File: src/rtl/apb_master_module.sv
// APB master: takes one command at a time from a sequencer, runs a single
// SETUP/ACCESS transfer on the APB bus and returns a one-cycle response pulse.
// An ACCESS phase that waits too long for pready_i ends with a timeout error.
module apb_master_module #(
  parameter int unsigned DATA_WIDTH     = 8,
  parameter int unsigned BUS_WIDTH      = 16,
  parameter int unsigned ADDR_WIDTH     = 32,
  parameter int unsigned TIMEOUT_CYCLES = 16,
  localparam int unsigned MAX_DIM       = BUS_WIDTH / DATA_WIDTH
) (
  input  logic                  clk_i,
  input  logic                  rst_ni,        // active-high, synchronous
  // Command side
  input  logic                  cmd_valid_i,
  output logic                  cmd_ready_o,
  input  logic                  cmd_write_i,
  input  logic [ADDR_WIDTH-1:0] cmd_addr_i,
  input  logic [BUS_WIDTH-1:0]  cmd_wdata_i,
  input  logic [MAX_DIM-1:0]    cmd_strb_i,
  // Response side
  output logic                  rsp_valid_o,
  output logic [BUS_WIDTH-1:0]  rsp_rdata_o,
  output logic                  rsp_err_o,
  output logic                  rsp_timeout_o,
  // APB master
  output logic                  psel_o,
  output logic                  penable_o,
  output logic                  pwrite_o,
  output logic [ADDR_WIDTH-1:0] paddr_o,
  output logic [BUS_WIDTH-1:0]  pwdata_o,
  output logic [MAX_DIM-1:0]    pstrb_o,
  input  logic                  pready_i,
  input  logic                  pslverr_i,
  input  logic [BUS_WIDTH-1:0]  prdata_i,
  // Slave calculation in progress
  input  logic                  busy_i
);

  // Counter only needs to reach TIMEOUT_CYCLES-1; the expiring cycle exits ACCESS.
  localparam int unsigned CntW = (TIMEOUT_CYCLES > 1) ? $clog2(TIMEOUT_CYCLES) : 1;

  typedef enum logic [1:0] {StIdle, StSetup, StAccess} state_e;

  state_e                state_q, state_d;
  logic [CntW-1:0]       cnt_q, cnt_d;
  logic                  psel_q, psel_d;
  logic                  penable_q, penable_d;
  logic                  pwrite_q, pwrite_d;
  logic [ADDR_WIDTH-1:0] paddr_q, paddr_d;
  logic [BUS_WIDTH-1:0]  pwdata_q, pwdata_d;
  logic [MAX_DIM-1:0]    pstrb_q, pstrb_d;
  logic                  rsp_valid_q, rsp_valid_d;
  logic [BUS_WIDTH-1:0]  rsp_rdata_q, rsp_rdata_d;
  logic                  rsp_err_q, rsp_err_d;
  logic                  rsp_timeout_q, rsp_timeout_d;
  logic                  cmd_ready;

  // Ready is a decode of the registered state, blocked by busy_i and reset.
  assign cmd_ready = (state_q == StIdle) && !busy_i && !rst_ni;

  // Next-state and registered-output computation.
  always_comb begin
    state_d       = state_q;
    cnt_d         = cnt_q;
    psel_d        = psel_q;
    penable_d     = penable_q;
    pwrite_d      = pwrite_q;
    paddr_d       = paddr_q;
    pwdata_d      = pwdata_q;
    pstrb_d       = pstrb_q;
    rsp_valid_d   = 1'b0;
    rsp_rdata_d   = rsp_rdata_q;
    rsp_err_d     = rsp_err_q;
    rsp_timeout_d = rsp_timeout_q;

    unique case (state_q)
      StIdle: begin
        if (cmd_valid_i && cmd_ready) begin
          state_d   = StSetup;
          psel_d    = 1'b1;
          penable_d = 1'b0;
          pwrite_d  = cmd_write_i;
          paddr_d   = cmd_addr_i;
          // Reads never drive data or strobes.
          pwdata_d  = cmd_write_i ? cmd_wdata_i : '0;
          pstrb_d   = cmd_write_i ? cmd_strb_i : '0;
        end
      end
      StSetup: begin
        state_d   = StAccess;
        penable_d = 1'b1;
        cnt_d     = '0;
      end
      StAccess: begin
        if (pready_i) begin
          // Completion wins over a timeout expiring in the same cycle.
          state_d       = StIdle;
          psel_d        = 1'b0;
          penable_d     = 1'b0;
          rsp_valid_d   = 1'b1;
          rsp_rdata_d   = pwrite_q ? '0 : prdata_i;
          rsp_err_d     = pslverr_i;
          rsp_timeout_d = 1'b0;
        end else if (cnt_q == CntW'(TIMEOUT_CYCLES - 1)) begin
          state_d       = StIdle;
          psel_d        = 1'b0;
          penable_d     = 1'b0;
          rsp_valid_d   = 1'b1;
          rsp_rdata_d   = '0;
          rsp_err_d     = 1'b1;
          rsp_timeout_d = 1'b1;
        end else begin
          cnt_d = cnt_q + CntW'(1);
        end
      end
      default: begin
        state_d   = StIdle;
        psel_d    = 1'b0;
        penable_d = 1'b0;
      end
    endcase
  end

  // State and output registers with synchronous reset.
  always_ff @(posedge clk_i) begin
    if (rst_ni) begin
      state_q       <= StIdle;
      cnt_q         <= '0;
      psel_q        <= 1'b0;
      penable_q     <= 1'b0;
      pwrite_q      <= 1'b0;
      paddr_q       <= '0;
      pwdata_q      <= '0;
      pstrb_q       <= '0;
      rsp_valid_q   <= 1'b0;
      rsp_rdata_q   <= '0;
      rsp_err_q     <= 1'b0;
      rsp_timeout_q <= 1'b0;
    end else begin
      state_q       <= state_d;
      cnt_q         <= cnt_d;
      psel_q        <= psel_d;
      penable_q     <= penable_d;
      pwrite_q      <= pwrite_d;
      paddr_q       <= paddr_d;
      pwdata_q      <= pwdata_d;
      pstrb_q       <= pstrb_d;
      rsp_valid_q   <= rsp_valid_d;
      rsp_rdata_q   <= rsp_rdata_d;
      rsp_err_q     <= rsp_err_d;
      rsp_timeout_q <= rsp_timeout_d;
    end
  end

  assign cmd_ready_o   = cmd_ready;
  assign psel_o        = psel_q;
  assign penable_o     = penable_q;
  assign pwrite_o      = pwrite_q;
  assign paddr_o       = paddr_q;
  assign pwdata_o      = pwdata_q;
  assign pstrb_o       = pstrb_q;
  assign rsp_valid_o   = rsp_valid_q;
  assign rsp_rdata_o   = rsp_rdata_q;
  assign rsp_err_o     = rsp_err_q;
  assign rsp_timeout_o = rsp_timeout_q;

endmodule

File: config.mk
export PLATFORM = sky130hd
export DESIGN_NAME = apb_master_module
export DESIGN_NICKNAME = d
export VERILOG_FILES = /design/src/rtl/apb_master_module.sv
export SDC_FILE = /design/constraint.sdc
export NUM_CORES = 1
export LEC_CHECK = 0
export BUFFER_PORTS_ARGS = -buffer_cell sky130_fd_sc_hd__buf_4
export CAP_MARGIN = 20
export CELL_PAD_IN_SITES_DETAIL_PLACEMENT = 1
export CELL_PAD_IN_SITES_GLOBAL_PLACEMENT = 2
export CORE_ASPECT_RATIO = 0.9
export CORE_UTILIZATION = 25
export DETAILED_ROUTE_END_ITERATION = 16
export PLACE_DENSITY_LB_ADDON = 0.1
export RECOVER_POWER = 100
export SLEW_MARGIN = 10
export SYNTH_ARGS = -nofsm -noshare
export SYNTH_HDL_FRONTEND = slang
export SYNTH_SLANG_ARGS = --single-unit
File: constraint.sdc
create_clock -name clk_i -period 2.6 [get_ports clk_i]
set_input_delay 0.65 -clock clk_i [delete_from_list [all_inputs] [get_ports clk_i]]
set_output_delay 0.65 -clock clk_i [all_outputs]
set_load 0.1 [all_outputs]
After elaboration in Yosys (flattened, before gate mapping):

Index checks and enable logic that the tools add are counted.

* register bits after elaboration: 78
* bits of input ports: 73
* output and inout port bits: 73
* word-level logic and storage cells: 59

* add/subtract/negate cells: 1
* eq/ne operators: 7
* mux-type cells: 23
* bitwise logic cells: 2
* reduce and logical (&&, ||, !) cells: 14

Operators with widths (count)
* 16-bit 2-to-1 mux: 4
* 1-bit 2-to-1 mux: 9
* 2-bit 2-to-1 mux: 4
* 4-bit 2-to-1 mux: 2
* 4-bit one-hot mux with 2 select lines: 1
* 1-bit one-hot mux with 3 select lines: 2
* 2-bit one-hot mux with 3 select lines: 1
* 2-bit AND reduction: 3
* 3-bit AND reduction: 2
* 4-bit by 1-bit adder with 4-bit output (second input constant): 1
* 4-bit equality test (second input constant): 1
* 2-bit inequality test (second input constant): 2
* 2-bit nonzero test: 2
* 1-bit logical AND: 3
* 3-bit inequality test (second input constant): 1
* 2-bit by 1-bit equality test with 1-bit output (second input constant): 1
* 2-bit equality test (second input constant): 1
* 1-bit logical NOT: 2
* 2-bit logical NOT: 1
* 2-bit by 1-bit inequality test with 1-bit output (second input constant): 1
* 1-bit NOT: 2
* 2-bit OR reduction: 1

Logic depth before layout (Yosys ltp):

* word-level depth: 6
* mapped depth: 7
* gate-level depth less buffers: 4

Least setup slack after synthesis:

OpenSTA, ideal clock, no wires.

* path type: register -> output
* start point: register state_q[1]
* end point: output port cmd_ready_o
* arrival: 1.782 ns
* required time: 1.950 ns
* path slack: 0.168 ns
* stages on the path, launching flop included: 5
* path buffers: 2
* path through: dfxtp_1 or4_1 buf_6 clkinv_4 buf_6

* cells in the longest elaborated chain, start to end: 3

RTL lines
* from (decl): RTL line 44 `state_e state_q, state_d;`
* from (signal assigned): RTL line 127 `state_q <= StIdle;`
* from (signal assigned): RTL line 140 `state_q <= state_d;`
* 2-bit logical NOT: RTL line 59 `assign cmd_ready = (state_q == StIdle) && !busy_i && !rst_ni;`
* 1-bit logical AND (2 in series): RTL line 59
* to (decl): RTL line 15 `output logic cmd_ready_o,`

Every way passes these cells.

Final worst setup path:

Ends and elaborated chain as after synthesis.

==> flow_metrics.env <==
export IMPL_reg2reg_depth=5
export IMPL_m1WireLength_um=4450
export IMPL_drc=0
export IMPL_viasPerCell=4.83
export IMPL_ff_latch_area_um2=1540
export IMPL_h_tree_depth=3
export IMPL_maxSlewHeadroom_pct=10.9
export IMPL_synthTopCellsByArea="dfxtp_1 53%, a21oi_1 9.4%, nand3_1 6.0%"
export IMPL_yosysUniqueCellTypes=36
export IMPL_clkPwrFrac_pct=45.1
export IMPL_finalNetCount=519
export IMPL_crit_slowest_cell="or4_2"
export IMPL_worstMarginPinSlew_ns=1.34
export IMPL_highest_layer="met4"
export IMPL_required_ns=1.95
export IMPL_r2r_start="state_q[1]"
export IMPL_die_w_um=116
export IMPL_cp_start_kind="flop"
export IMPL_dp_slack_ns=0.138
export IMPL_met3_length_um=767
export IMPL_p_int_w=0.00221
export IMPL_critical_path_cell_chain="or4_2 > clkinvlp_2 > buf_4"
export IMPL_numCtsBuffers=9
export IMPL_drive_gt1_share_pct=22.4
export IMPL_cts_max_path_buffers=2
export IMPL_yosys_warnings=0
export IMPL_dr_wl_met2_um=4540
export IMPL_antenna_diode_count=0
export IMPL_avgSynthCellArea_um2=9.21
export IMPL_die_y_um=105
export IMPL_ant_nets=0
export IMPL_cts_resized=0
export IMPL_synthesis_nets=391
export IMPL_worstHoldStart="rsp_rdata_o[12]"
export IMPL_ctsRootBufferMaster="clkbuf_16"
export IMPL_drt_first_pass_iters=4
export IMPL_hold_depth=1
export IMPL_yosys_area_top_type="dfxtp_1"
export IMPL_leakagePower_nw=1.49
export IMPL_port_buffer_count=145
export IMPL_syn_area_um2=2920
export IMPL_finalSetupViolCount=0
export IMPL_cap_violations=0
export IMPL_mostFrequentLayoutCells="77 x dfxtp_1, 76 x buf_4, 72 x clkbuf_1"
export IMPL_fillers=1412
export IMPL_hold_viol=0
export IMPL_clk_latency_ns=0.34
export IMPL_gp_congestion=0.689
export IMPL_netSwitchingFraction_pct=27.9
export IMPL_hold_path_class="reg2reg"
export IMPL_layout_commonest_cell="dfxtp_1"
export IMPL_worst_setup_path_type="reg2out"
export IMPL_power_switching_w=0.000855
export IMPL_maxSlewViolCount=0
export IMPL_vias=2925
export IMPL_placed_cells=590
export IMPL_fin_cells=606
export IMPL_clock_sinks=77
export IMPL_cp_max_fo=6
export IMPL_grt_max_degree=61
export IMPL_area_growth_syn_to_layout_pct=40.7
export IMPL_path_clk_slew_ns=0.06
export IMPL_row_count=37
export IMPL_timing_setup_tns_ns=0
export IMPL_critPathArrivalTime_ns=1.84
export IMPL_grt_pass1_vias=2947
export IMPL_clock_skew_ns=0.00468
export IMPL_dieArea_um2=12100
export IMPL_synthCells=317
export IMPL_wl_per_cell_um=16.2
export IMPL_ir_worst_vdd_v=0.000298
export IMPL_status="complete, no violations"
export IMPL_multi_input_area_um2=1170
export IMPL_grt_pass1_wl_um=15300
export IMPL_postLayoutCoreUtil_pct=36.1
export IMPL_r2r_end="pwdata_o[14]"
export IMPL_endpoint_kind="output pin"
export IMPL_fin_crit_sh_pct=95.7
export IMPL_ys_flop_type="dfxtp_1"
export IMPL_io_pins=146
export IMPL_cp_num_buf_inv=2
export IMPL_fin_hold_ws_ns=0.473
export IMPL_power_density_nw_per_um2=747
export IMPL_min_to="rsp_rdata_o[12]"
export IMPL_timing_fmax_mhz=402
export IMPL_rsz0062_at_grt="false"
export IMPL_synth_edff_count=0
export IMPL_grt_overflow_total=0
export IMPL_synth_top_area_share_pct=52.8
export IMPL_cp_slowest_stage_delay_ns=0.72
export IMPL_seq_area_frac_synth_pct=52.8
export IMPL_pwr_share_seq_pct=39.9
export IMPL_core_area_um2=11400
export IMPL_cts_tree="built"
export IMPL_grt_use_total_pct=16.6
export IMPL_antenna_found_initial=0
export IMPL_drtIter0Drc=112
export IMPL_routed_wl_um=9850
export IMPL_period_needed_ns=2.49
export IMPL_r2r_setup_slack_ns=0.40
export IMPL_crit_family="simple AND/OR/NAND/NOR gates"
export IMPL_synth_async_reset_ratio_pct=0
export IMPL_cts_setup_buffers=0
export IMPL_hold_buffers=0
export IMPL_dp_final_hpwl_um=6200
export IMPL_yosys_register_bits=77
export IMPL_start_util_pct=25.6
export IMPL_p_comb_share_pct=15.0
export IMPL_layout_setup_ws_ns=0.112
[cells by family (layout without fill, tap and decap cells)]
group,count (synthesis),in the layout,synth area share (%)
AO/OA/AOI/OAI,133,133,25.9
flip-flops,77,77,52.8
AND/OR/NAND/NOR,68,68,13.6
buffers and inverters,38,171,7.24
adder cells (fa/ha/maj),1,1,0.429
[area by class of cell]
type | count | share of cell area, %
well taps | 156 | 4.75
clock inverters | 4 | 1.71
repair buffers | 152 | 21.0
inverters | 3 | 0.305
multi-input cells | 202 | 28.4
clock buffers | 12 | 6.24
flip-flops and latches | 77 | 37.5
[how the worst max path moves through the flow]
stage	slack, ns	end	startpoint	cells after the start
6_report	0.11	cmd_ready_o	state_q[1]	3
5_1_grt	0.04	cmd_ready_o	state_q[1]	3
4_1_cts	0.12	cmd_ready_o	state_q[1]	3
3_5_place_dp	0.14	cmd_ready_o	busy_i	4
3_3_place_gp	0.15	cmd_ready_o	busy_i	4
2_1_floorplan	0.17	cmd_ready_o	state_q[1]	4
[per-layer routing]
metal  vias up  track usage [%]
met4         0             4.67
li1       1429                -
met1      1410             20.3
met2        81             26.1
met5         -                0
met3         5             7.46
[registers in the layout, indices dropped and copies added (netlist names), 2 cells and up]
name         flops
state_q          2
pstrb_o          2
paddr_o         32
pwdata_o        16
cnt_q            4
rsp_rdata_o     16
[per-stage QoR]
step / total power, W / area, um2
floorplan: 0.00158 / 2920
global placement: 0.00174 / 4060
detailed placement: 0.00174 / 4060
CTS: 0.00315 / 4390
global route: 0.00320 / 4110
finish: 0.00307 / 4110
[Yosys cell counts, drive strengths merged (2+ instances only)]
master	n
a21oi	55
buf	14
nor2b	3
nand2b	2
clkinv	2
clkbuf	21
o21ai	51
or4	2
nand3	35
nor3	2
a31oi	2
a22o	16
dfxtp	77
nor4b	2
nand4	18
a31o	2
[power groups by stage]
stage	clock (W)	combinational, W	sequential (W)
after floorplan	0	0.000129	0.00145
after global placement	0	0.000489	0.00125
after detailed placement	0	0.000492	0.00125
after CTS	0.00143	0.000492	0.00122
after global routing	0.00149	0.000485	0.00123
final	0.00138	0.000461	0.00122
Note: power is estimated with default switching activity, not from simulation.
